==> config.mk <==
export PLATFORM = sky130hd
export DESIGN_NAME = tff_mod_counter
export DESIGN_NICKNAME = d
export VERILOG_FILES = /design/src/rtl/tff_cnt_pkg.sv /design/src/rtl/tff_cell.sv /design/src/rtl/tff_mod_counter.sv
export SDC_FILE = /design/constraint.sdc
export NUM_CORES = 1
export LEC_CHECK = 0
export ABC_AREA = 1
export BUFFER_PORTS_ARGS = -buffer_cell sky130_fd_sc_hd__buf_2
export CORE_UTILIZATION = 39
export DETAILED_ROUTE_END_ITERATION = 12
export SYNTH_ARGS = -nofsm -noshare
export SYNTH_HDL_FRONTEND = slang
export SYNTH_HIERARCHICAL = 1
export SYNTH_SLANG_ARGS = --single-unit
==> constraint.sdc <==
create_clock -name clock -period 5.07 [get_ports clock]
set_clock_uncertainty 0.2 [all_clocks]
set_input_delay 1.2675 -clock clock [delete_from_list [all_inputs] [get_ports clock]]
set_output_delay 1.2675 -clock clock [all_outputs]
set_load 0.005 [all_outputs]
==> src/rtl/tff_cnt_pkg.sv <==
// Shared types and next-state helper for the T-flip-flop modulo counter.
package tff_cnt_pkg;

  typedef enum logic {DIR_DOWN = 1'b0, DIR_UP = 1'b1} dir_e;

  // Widest count the helper supports; arithmetic runs one bit wider.
  localparam int unsigned CNT_W_MAX = 31;

  // Wrapped next value; any out-of-range cur lands on 0 (up) or modulus-1 (down).
  function automatic logic [CNT_W_MAX-1:0] next_count(
    input logic [CNT_W_MAX-1:0] cur,
    input dir_e                 dir,
    input logic [CNT_W_MAX:0]   modulus
  );
    logic [CNT_W_MAX:0] cur_w;
    logic [CNT_W_MAX:0] res;
    cur_w = {1'b0, cur};
    if (dir == DIR_UP) begin
      res = (cur_w >= modulus - 1'b1) ? '0 : cur_w + 1'b1;
    end else begin
      res = (cur_w == '0 || cur_w >= modulus) ? modulus - 1'b1 : cur_w - 1'b1;
    end
    return res[CNT_W_MAX-1:0];
  endfunction

endpackage

==> src/rtl/tff_cell.sv <==
// Single T flip-flop: toggles q when t is high, async active-high reset to q=0/qb=1.
module tff_cell (
  input  logic t,
  input  logic clock,
  input  logic reset,
  output logic q,
  output logic qb
);

  logic q_d, q_q;

  always_comb begin
    q_d = t ? ~q_q : q_q;
  end

  always_ff @(posedge clock or posedge reset) begin
    if (reset) q_q <= 1'b0;
    else       q_q <= q_d;
  end

  assign q  = q_q;
  assign qb = ~q_q;

endmodule

==> src/rtl/tff_mod_counter.sv <==
// Modulo-N up/down counter: computes per-bit toggle enables for a bank of T flops
// so only bits that differ between present and next state toggle.
module tff_mod_counter
  import tff_cnt_pkg::*;
#(
  parameter int WIDTH   = 4,
  parameter int MODULUS = 10
) (
  input  logic             clock,
  input  logic             reset,
  input  logic             en,
  input  logic             up_dn,
  input  logic             load,
  input  logic [WIDTH-1:0] load_val,
  output logic [WIDTH-1:0] count,
  output logic [WIDTH-1:0] count_b,
  output logic             tc,
  output logic             wrap
);

  if (WIDTH < 2 || WIDTH > int'(CNT_W_MAX) || MODULUS < 2 ||
      longint'(MODULUS) > (64'sd1 <<< WIDTH)) begin : g_bad_param
    $error("tff_mod_counter: need 2 <= WIDTH <= 31 and 2 <= MODULUS <= 2**WIDTH");
  end

  localparam logic [CNT_W_MAX:0] MOD_W = (CNT_W_MAX+1)'(MODULUS);
  localparam logic [WIDTH:0]     MOD_X = (WIDTH+1)'(MODULUS);
  localparam logic [WIDTH-1:0]   TOP_V = WIDTH'(MODULUS - 1);

  dir_e                 dir;
  logic [CNT_W_MAX-1:0] cur_ext;
  logic [WIDTH-1:0]     step_val, load_clamp, next_val, t_vec;
  logic                 wrap_d, wrap_q;

  assign dir     = dir_e'(up_dn);
  assign cur_ext = CNT_W_MAX'(count);

  always_comb begin
    step_val   = WIDTH'(next_count(cur_ext, dir, MOD_W));
    load_clamp = ({1'b0, load_val} >= MOD_X) ? TOP_V : load_val;
    if (load)    next_val = load_clamp;
    else if (en) next_val = step_val;
    else         next_val = count;
    t_vec  = count ^ next_val;
    tc     = en & ~load & (up_dn ? (count == TOP_V) : (count == '0));
    wrap_d = tc;
  end

  for (genvar i = 0; i < WIDTH; i++) begin : g_cell
    tff_cell u_cell (
      .t     (t_vec[i]),
      .clock (clock),
      .reset (reset),
      .q     (count[i]),
      .qb    (count_b[i])
    );
  end

  always_ff @(posedge clock or posedge reset) begin
    if (reset) wrap_q <= 1'b0;
    else       wrap_q <= wrap_d;
  end

  assign wrap = wrap_q;

endmodule

* Word-level counts from Yosys, hierarchy flattened
Index checks and enable logic that the tools add are counted.
** Cells by class
- Muxes and demuxes :: 7
- $add $sub $neg :: 2
- Divide/modulo/power cells :: 0
- Multipliers :: 0
- Shift-type cells :: 0
- Magnitude comparators :: 3
- Equality and inequality tests :: 1
- Bitwise operators :: 8
- Reductions and logical operators :: 3
** Operators with widths (number)
- $logic_not 31->1 :: 1
- $mux 4 :: 6
- $ge 4x4->1 const B :: 3
- $not 1->1 :: 5
- $add 4x1->4 const B :: 1
- $eq 4x4->1 const B :: 1
- $logic_not 4->1 :: 1
- $sub 4x1->4 const B :: 1
- $xor 4x4->4 :: 1
- $and 1x1->1 :: 2
- $logic_or 1x1->1 :: 1
- $mux 1 :: 1
** Word-level totals
- Word-level logic and storage cells :: 29
- ROM bits :: 0
- Flip-flop bits (word level) :: 5
- Input port bits :: 9
- Latch bits :: 0
- Memories :: 0
- Bits in writable memories :: 0

* Depth between registers and ports, before layout
Gate-level depths: netlist of run 1.
- Depth after elaboration :: 7
- Gate-level depth with buffers :: 15
- Mapped depth without buffers :: 15

* Cells and area by module
The synthesis of run 1 kept the hierarchy.
** By module, submodules not included
- tff_mod_counter :: cells each 91, times used 1, area each 471.7 sq um
- tff_cell :: cells each 7, times used 4, area each 50.0 sq um

* Least setup slack after synthesis of run 1
Ideal clock, no wire load.
- Path kind :: input-to-output
- Start point :: input port load
- End point :: output port tc
- Data required time :: 3.603 ns
- Arrival time :: 1.602 ns
- Cell stages on the path :: 3
- Slack :: 2.001 ns
- Cells stage by stage :: inv_4 > nand2_1 > a211oi_1
** Between the ends
- Longest elaborated chain between the ends :: 3
** RTL lines
- from (decl) :: RTL line tff_mod_counter.sv:13 : input logic load,
- $not 1->1 :: RTL line tff_mod_counter.sv:45 : tc = en & ~load & (up_dn ? (count == TOP_V) : (count == '0));
- $and 1x1->1 (2 in a row) :: RTL line tff_mod_counter.sv:45
- to (decl) :: RTL line tff_mod_counter.sv:17 : output logic tc,
Every way passes these cells.

* Final worst setup path of run 1
- Start point :: input port en
- End point :: output port tc
** Between the ends
- Longest elaborated chain between the ends :: 2
** RTL lines
- from (decl) :: RTL line tff_mod_counter.sv:11 : input logic en,
- $and 1x1->1 (2 in a row) :: RTL line tff_mod_counter.sv:45
Every way passes these cells.

==> flow_metrics.env, run 1 <==
export IMPL_status="finished with violations"
export IMPL_violations="design-rule violations"
export IMPL_cts_hold_buf=0
export IMPL_clockBufferDepth=2
export IMPL_antenna_found_initial=0
export IMPL_vdd_drop_max_mv=0.246
export IMPL_rsz0062_at_grt="no"
export IMPL_routed_top_layer="met3"
export IMPL_area_delta_synth_final_pct=19.6
export IMPL_finalMaxSlewViolations=0
export IMPL_tns_ns=0
export IMPL_drive_gt1_frac=0.279
export IMPL_dieArea_um2=1890
export IMPL_grt_pass1_vias=647
export IMPL_crit_type="in2out"
export IMPL_die_x_um=43.5
export IMPL_met1Wirelength_um=773
export IMPL_ys_types=19
export IMPL_path_clk_slew_ns=0.04
export IMPL_cp_max_fo=7
export IMPL_seq_area_frac_synth=0.186
export IMPL_io_pins=19
export IMPL_final_cell_mix="nand2_1 (42), buf_2 (18), inv_1 (17), nand3_1 (15)"
export IMPL_cts_root_buffer_cell="clkbuf_4"
export IMPL_coreArea_um2=1560
export IMPL_htreeDepth=1
export IMPL_ant_nets=0
export IMPL_clock_latency_ns=0.24
export IMPL_vias=761
export IMPL_final_nets=154
export IMPL_power_density_nw_per_um2=553
export IMPL_cts_sinks=5
export IMPL_r2r_setup_slack_ns=2.94
export IMPL_layout_commonest_cell="nand2_1"
export IMPL_hpwl_um=1180
export IMPL_synth_seq_cells=5
export IMPL_wl_per_cell_um=9.86
export IMPL_io_buffers=18
export IMPL_crit_path_end_kind="primary output"
export IMPL_cts_made_buffers=3
export IMPL_grtUsageTotal=0.193
export IMPL_diodes=0
export IMPL_place_area_um2=777
export IMPL_min_path_type="reg2reg"
export IMPL_p_leak_uw=0.000509
export IMPL_postCtsSetupRepairBufs=0
export IMPL_final_cell_area_um2=803
export IMPL_drtIter0Drc=21
export IMPL_vias_per_cell=4.88
export IMPL_slew_headroom=0.690
export IMPL_grt_max_degree=15
export IMPL_setup_violations=0
export IMPL_synth_fp_nets=132
export IMPL_cts_resized=0
export IMPL_critPathLaunchType="input port"
export IMPL_crit_required_ns=3.60
export IMPL_die_y_um=43.5
export IMPL_finalCritPeriodShare=0.682
export IMPL_totalWireLength_um=1540
export IMPL_drc=3
export IMPL_syn_area_um2=672
export IMPL_wl_met3_um=68
export IMPL_final_min_clock_period_ns=3.46
export IMPL_fmax_ghz=0.289
export IMPL_grt_overflow_total=0
export IMPL_gp_congestion=0.886
export IMPL_drtPass1Iterations=8
export IMPL_syn_inst=119
export IMPL_maxCapViolCount=0
export IMPL_wl_met2_um=697
export IMPL_tritoncts="done"
export IMPL_hold_viol=0
export IMPL_avgSynthCellArea_um2=5.65
export IMPL_grt_pass1_wl_um=2750
export IMPL_worst_slew_pin_slew_ns=0.466
export IMPL_critical_path_arrival_ns=1.99
export IMPL_fp_row_count=14
export IMPL_yosys_warnings=6
export IMPL_start_util=0.431
report_power, final:
group	switching, uW	internal (uW)	leakage (uW)	total [uW]
registers	55.1	57.2	0.0000617	112
logic	171	115	0.000432	286
clock network	15.8	29.7	0.0000150	45.5
metal layers:
layer	GRT usage	vias up
li1	-	409
met1	0.276	332
met2	0.285	20
met3	0.0625	0
met4	0.0375	0
met5	0	-
worst max-delay path, stage by stage:
cell	delay (ns)
buf_2	0.14
inv_1	0.09
a211oi_1	0.31
buf_2	0.18
flip-flops by register name, indices dropped and copies added (netlist names):
register	cells
g_cell.u_cell/q	4
wrap	1
cells in the mapped netlist:
cell / instances / share of area
nand4_1: 1 / 0.0093
nand2_1: 42 / 0.23
a211oi_1: 1 / 0.011
o211ai_1: 1 / 0.011
ha_1: 4 / 0.074
inv_4: 1 / 0.0093
nand3_1: 15 / 0.11
o21ai_0: 1 / 0.0074
buf_2: 1 / 0.0074
nor2_1: 7 / 0.039
inv_1: 17 / 0.095
a21oi_1: 2 / 0.015
nand3_2: 4 / 0.060
o21ai_1: 2 / 0.015
inv_2: 7 / 0.039
nand2_2: 6 / 0.056
nor3_1: 1 / 0.0074
o21bai_1: 1 / 0.011
dfrtp_1: 5 / 0.19
worst paths after layout:
kind	start	end	depth (start not counted)
max in group asynchronous	reset	g_cell[1].u_cell/q	2
worst max register to register	g_cell[1].u_cell/q	g_cell[0].u_cell/q	14
min in group asynchronous	reset	g_cell[3].u_cell/q	2
worst min-delay path	g_cell[0].u_cell/q	g_cell[0].u_cell/q	2
worst min register to register	g_cell[0].u_cell/q	g_cell[0].u_cell/q	2
worst max-delay path	en	tc	4
final cells by class:
type	instances	area, um2
fill	153	756
multi-input combinational	88	445
sequential	5	125
inverter	25	96.3
timing repair buffer	18	90.1
clock buffer	4	26.3
tap	16	20.0
metrics by stage:
| step | hold slack (ns) | power, uW | instances | utilization | setup slack (ns) |
|---|---|---|---|---|---|
| after detailed placement | 0.468 | 398 | 152 | 0.498 | 1.60 |
| final | 0.475 | 444 | 156 | 0.515 | 1.61 |
| after floorplan | 0.332 | 316 | 119 | - | 2.00 |
| after global placement | 0.469 | 399 | 152 | 0.498 | 1.62 |
| after CTS | 0.474 | 448 | 156 | 0.515 | 1.61 |
| after global routing | 0.507 | 509 | 156 | 0.515 | 1.59 |
cell families (layout without fill, tap and decap cells):
kind of cell / Yosys count / after routing / synth area share
fa+ha+maj: 4 / 4 / 0.0745
compound gates: 8 / 8 / 0.0708
flops: 5 / 5 / 0.186
buf+inv: 26 / 47 / 0.151
simple gates: 76 / 76 / 0.518
No activity file was read; power rests on OpenSTA's default activity.
==> run 2, diff against run 1 <==
--- a/config.mk
+++ b/config.mk
@@ -9,6 +9,7 @@
 export BUFFER_PORTS_ARGS = -buffer_cell sky130_fd_sc_hd__buf_2
 export CORE_UTILIZATION = 39
 export DETAILED_ROUTE_END_ITERATION = 12
+export PLACE_DENSITY = 0.65
 export SYNTH_ARGS = -nofsm -noshare
 export SYNTH_HDL_FRONTEND = slang
 export SYNTH_HIERARCHICAL = 1
==> constraint.sdc (replaced) <==
create_clock -name clock -period 3.15 [get_ports clock]
set_clock_uncertainty 0.2 [all_clocks]
set_input_delay 0.7875 -clock clock [delete_from_list [all_inputs] [get_ports clock]]
set_output_delay 0.7875 -clock clock [all_outputs]
set_load 0.005 [all_outputs]
==> flow_metrics.env, run 2 (synthesis results as in run 1) <==
export IMPL_wl_per_cell_um=9.83
export IMPL_final_nets=154
export IMPL_final_cell_mix="nand2_1 (42), buf_2 (18), inv_1 (17), nand3_1 (15)"
export IMPL_drtPass1Iterations=4
export IMPL_finalPower_uw=716
export IMPL_gp_congestion=0.903
export IMPL_fmax_ghz=0.371
export IMPL_crit_required_ns=2.16
export IMPL_cts_sinks=5
export IMPL_grt_overflow_total=0
export IMPL_final_min_clock_period_ns=2.69
export IMPL_max_stage_delay_ns=0.49
export IMPL_area_delta_synth_final_pct=19.6
export IMPL_n_fill_cell=165
export IMPL_htreeDepth=1
export IMPL_drive_gt1_frac=0.279
export IMPL_diodes=0
export IMPL_postCtsSetupRepairBufs=0
export IMPL_cts_resized=0
export IMPL_crit_type="reg2out"
export IMPL_dieArea_um2=1890
export IMPL_min_path_type="in2async"
export IMPL_r2r_end="g_cell[3].u_cell/q"
export IMPL_status="finished clean"
export IMPL_start_util=0.431
export IMPL_critical_path_arrival_ns=1.70
export IMPL_placed_cells=152
export IMPL_ant_nets=0
export IMPL_worst_slew_pin_slew_ns=0.495
export IMPL_vias=780
export IMPL_power_density_nw_per_um2=891
export IMPL_stdcell_count=156
export IMPL_setup_violations=0
export IMPL_place_area_um2=777
export IMPL_slew_headroom=0.670
export IMPL_tritoncts="done"
export IMPL_multi_input_comb_area_um2=445
export IMPL_hpwl_um=1240
export IMPL_clock_latency_ns=0.24
export IMPL_cp_buffers_inverters=2
export IMPL_crit_top_cell="nand2_1"
export IMPL_cts_root_buffer_cell="clkbuf_4"
export IMPL_slowest_stage="dfrtp_1"
export IMPL_tns_ns=0
export IMPL_fp_row_count=14
export IMPL_drc=0
export IMPL_worstPathCellList="inv_1 > ha_1 > nand3_1 > nand2_1 > nand2_1 > a211oi_1 > buf_2"
export IMPL_crit_path_end_kind="primary output"
export IMPL_antenna_found_initial=0
export IMPL_seqCellArea_um2=125
export IMPL_critPathLaunchType="flip-flop"
export IMPL_p_leak_uw=0.000509
export IMPL_grt_max_degree=15
export IMPL_cts_made_buffers=3
export IMPL_vias_per_cell=5.00
export IMPL_postLayoutCoreUtil=0.515
export IMPL_io_buffers=18
export IMPL_die_y_um=43.5
export IMPL_r2r_setup_slack_ns=1.05
export IMPL_reg2reg_depth=14
export IMPL_crit_reg2reg_launch="g_cell[1].u_cell/q"
export IMPL_layout_commonest_cell="nand2_1"
export IMPL_path_clk_slew_ns=0.04
export IMPL_rsz0062_at_grt="no"
export IMPL_coreArea_um2=1560
export IMPL_grt_pass1_vias=646
export IMPL_hold_viol=0
export IMPL_largest_reg_flops=4
export IMPL_maxCapViolCount=0
export IMPL_grtUsageTotal=0.194
export IMPL_grt_pass1_wl_um=2770
export IMPL_finalMaxSlewViolations=0
export IMPL_drtIter0Drc=22
export IMPL_finalCritPeriodShare=0.855
export IMPL_vdd_drop_max_mv=0.381
export IMPL_cp_top_family="flip-flops"
export IMPL_totalWireLength_um=1530
export IMPL_cp_max_fo=10
export IMPL_io_pins=19
export IMPL_cts_hold_buf=0
export IMPL_die_x_um=43.5
export IMPL_final_cell_area_um2=803
export IMPL_clockBufferDepth=2
==> run 2: cell counts in the layout (fill, tap and decap cells not counted) <==
Identical to the previous run, type by type.
==> run 2: report_power, final <==
| part | internal, uW | switching, uW | total, uW |
|---|---|---|---|
| registers | 92.1 | 87.2 | 179 |
| logic | 186 | 276 | 462 |
| clock network | 47.9 | 26.8 | 74.8 |
| total | 326 | 390 | 716 |
==> run 2: worst max path at each step <==
stage / from / end / slack, ns / cells past startpoint
floorplan: g_cell[1].u_cell/q / tc / 0.95 / 4
global placement: load / tc / 0.70 / 5
detailed placement: en / tc / 0.67 / 4
CTS: g_cell[1].u_cell/q / tc / 0.45 / 7
global route: g_cell[1].u_cell/q / tc / 0.34 / 7
finish: g_cell[1].u_cell/q / tc / 0.46 / 7
==> run 2: layout make-up <==
cell class / count / share of cell area
clock buffer: 4 / 0.0327
inverter: 25 / 0.120
multi-input combinational: 88 / 0.555
sequential: 5 / 0.156
tap: 16 / 0.0249
timing repair buffer: 18 / 0.112
==> run 2: routing by layer <==
metal,vias to the layer above,track usage,share of wire
met4,0,0.0750,0.0065
met2,18,0.294,0.47
met3,2,0.0375,0.029
met5,-,0,0
met1,350,0.270,0.49
li1,410,-,-
==> run 2: worst reg2reg max path: stages (launching register included) <==
cell and delay [ns]:
dfrtp_1 0.53, inv_1 0.14, ha_1 0.25, nand2_1 0.11
nand3_2 0.11, inv_1 0.07, nand2_1 0.05, nand3_1 0.08
nand2_1 0.07, nand2_1 0.06, nand2_1 0.05, nand2_1 0.11
inv_1 0.05, nand2_1 0.05, nand2_1 0.05
==> run 2: metrics by stage <==
step	setup slack [ns]	hold WS (ns)
finish	0.458	0.207
global route	0.337	0.196
CTS	0.446	0.205
detailed placement	0.671	0.467
global placement	0.702	0.457
floorplan	0.949	0.316
==> run 3, diff against run 2 <==
--- a/config.mk
+++ b/config.mk
@@ -9,7 +9,8 @@
 export BUFFER_PORTS_ARGS = -buffer_cell sky130_fd_sc_hd__buf_2
 export CORE_UTILIZATION = 39
 export DETAILED_ROUTE_END_ITERATION = 12
-export PLACE_DENSITY = 0.65
+export PLACE_DENSITY = 0.63
+export REMOVE_ABC_BUFFERS = 1
 export SYNTH_ARGS = -nofsm -noshare
 export SYNTH_HDL_FRONTEND = slang
 export SYNTH_HIERARCHICAL = 1
==> flow_metrics.env, run 3 (synthesis results as in run 1) <==
export IMPL_status="finished with violations"
export IMPL_violations="design-rule violations"
export IMPL_grt_max_degree=15
export IMPL_final_cell_mix="nand2_1 (42), buf_2 (18), inv_1 (17), nand3_1 (15)"
export IMPL_drive_gt1_frac=0.279
export IMPL_crit_path_end_kind="primary output"
export IMPL_setup_worst_path_start="g_cell[1].u_cell/q"
export IMPL_finalPower_uw=710
export IMPL_drc=3
export IMPL_final_nets=154
export IMPL_antenna_found_initial=0
export IMPL_p_leak_uw=0.000509
export IMPL_n_fill_cell=162
export IMPL_totalWireLength_um=1560
export IMPL_critical_path_arrival_ns=1.71
export IMPL_max_stage_delay_ns=0.49
export IMPL_grtUsageTotal=0.191
export IMPL_layout_commonest_cell="nand2_1"
export IMPL_grt_overflow_total=0
export IMPL_maxCapViolCount=0
export IMPL_postLayoutCoreUtil=0.515
export IMPL_drtPass1Iterations=8
export IMPL_setup_violations=0
export IMPL_area_delta_synth_final_pct=19.6
export IMPL_path_clk_slew_ns=0.04
export IMPL_reg2reg_depth=14
export IMPL_grt_pass1_wl_um=2740
export IMPL_dieArea_um2=1890
export IMPL_cts_made_buffers=3
export IMPL_diodes=0
export IMPL_crit_type="reg2out"
export IMPL_start_util=0.431
export IMPL_cts_hold_buf=0
export IMPL_finalMaxSlewViolations=0
export IMPL_cp_max_fo=10
export IMPL_vias=778
export IMPL_hold_viol=0
export IMPL_largest_reg_flops=4
export IMPL_cp_top_family="flip-flops"
export IMPL_power_density_nw_per_um2=884
export IMPL_stdcell_count=156
export IMPL_crit_reg2reg_launch="g_cell[1].u_cell/q"
export IMPL_wl_per_cell_um=10.0
export IMPL_slew_headroom=0.708
export IMPL_worst_slew_pin_slew_ns=0.437
export IMPL_r2r_end="g_cell[0].u_cell/q"
export IMPL_die_y_um=43.5
export IMPL_fmax_ghz=0.371
export IMPL_r2r_setup_slack_ns=1.05
export IMPL_grt_pass1_vias=693
export IMPL_clockBufferDepth=2
export IMPL_coreArea_um2=1560
export IMPL_worstPathCellList="inv_1 > ha_1 > nand2_1 > a211oi_1 > buf_2"
export IMPL_htreeDepth=1
export IMPL_cp_buffers_inverters=2
export IMPL_rsz0062_at_grt="no"
export IMPL_cts_sinks=5
export IMPL_clock_latency_ns=0.24
export IMPL_placed_cells=152
export IMPL_seqCellArea_um2=125
export IMPL_drtIter0Drc=6
export IMPL_postCtsSetupRepairBufs=0
export IMPL_fp_row_count=14
export IMPL_crit_required_ns=2.16
export IMPL_io_buffers=18
export IMPL_die_x_um=43.5
export IMPL_ant_nets=0
export IMPL_gp_congestion=0.861
export IMPL_cts_resized=0
export IMPL_cts_root_buffer_cell="clkbuf_4"
export IMPL_vias_per_cell=4.99
export IMPL_io_pins=19
export IMPL_multi_input_comb_area_um2=445
export IMPL_tns_ns=0
export IMPL_final_min_clock_period_ns=2.70
export IMPL_min_path_type="in2async"
export IMPL_slowest_stage="dfrtp_1"
export IMPL_finalCritPeriodShare=0.856
export IMPL_hpwl_um=1260
export IMPL_vdd_drop_max_mv=0.459
export IMPL_tritoncts="done"
export IMPL_critPathLaunchType="flip-flop"
run 3: final cells by class:
class                           count  share of cell area
Multi-Input combinational cell     88               0.555
Timing Repair Buffer               18               0.112
Sequential cell                     5               0.156
Tap cell                           16              0.0249
Inverter                           25               0.120
Clock buffer                        4              0.0327
run 3: routing by layer:
metal,global-route usage,wire [um],vias to the layer above
met3,0.0625,94,0
met2,0.333,753,27
met4,0.0375,0,0
li1,-,-,412
met1,0.230,714,339
met5,0,0,-
run 3: worst max path at each step:
stage | endpoint | slack (ns) | depth (start not counted)
global placement | tc | 0.65 | 4
finish | tc | 0.45 | 5
global route | tc | 0.31 | 5
CTS | tc | 0.43 | 5
detailed placement | tc | 0.67 | 4
floorplan | tc | 0.95 | 4
run 3: report_power, final:
group | switching (uW) | internal (uW) | total [uW]
clock | 26.4 | 47.9 | 74.3
sequential | 84.3 | 92.2 | 176
combinational | 272 | 187 | 459
total | 383 | 327 | 710
run 3: metrics by stage:
stage | hold slack (ns) | area [um2] | setup WS (ns)
5_1_grt | 0.207 | 803 | 0.313
6_report | 0.209 | 803 | 0.454
2_1_floorplan | 0.316 | 667 | 0.949
4_1_cts | 0.202 | 803 | 0.433
3_3_place_gp | 0.462 | 777 | 0.645
3_5_place_dp | 0.468 | 777 | 0.668
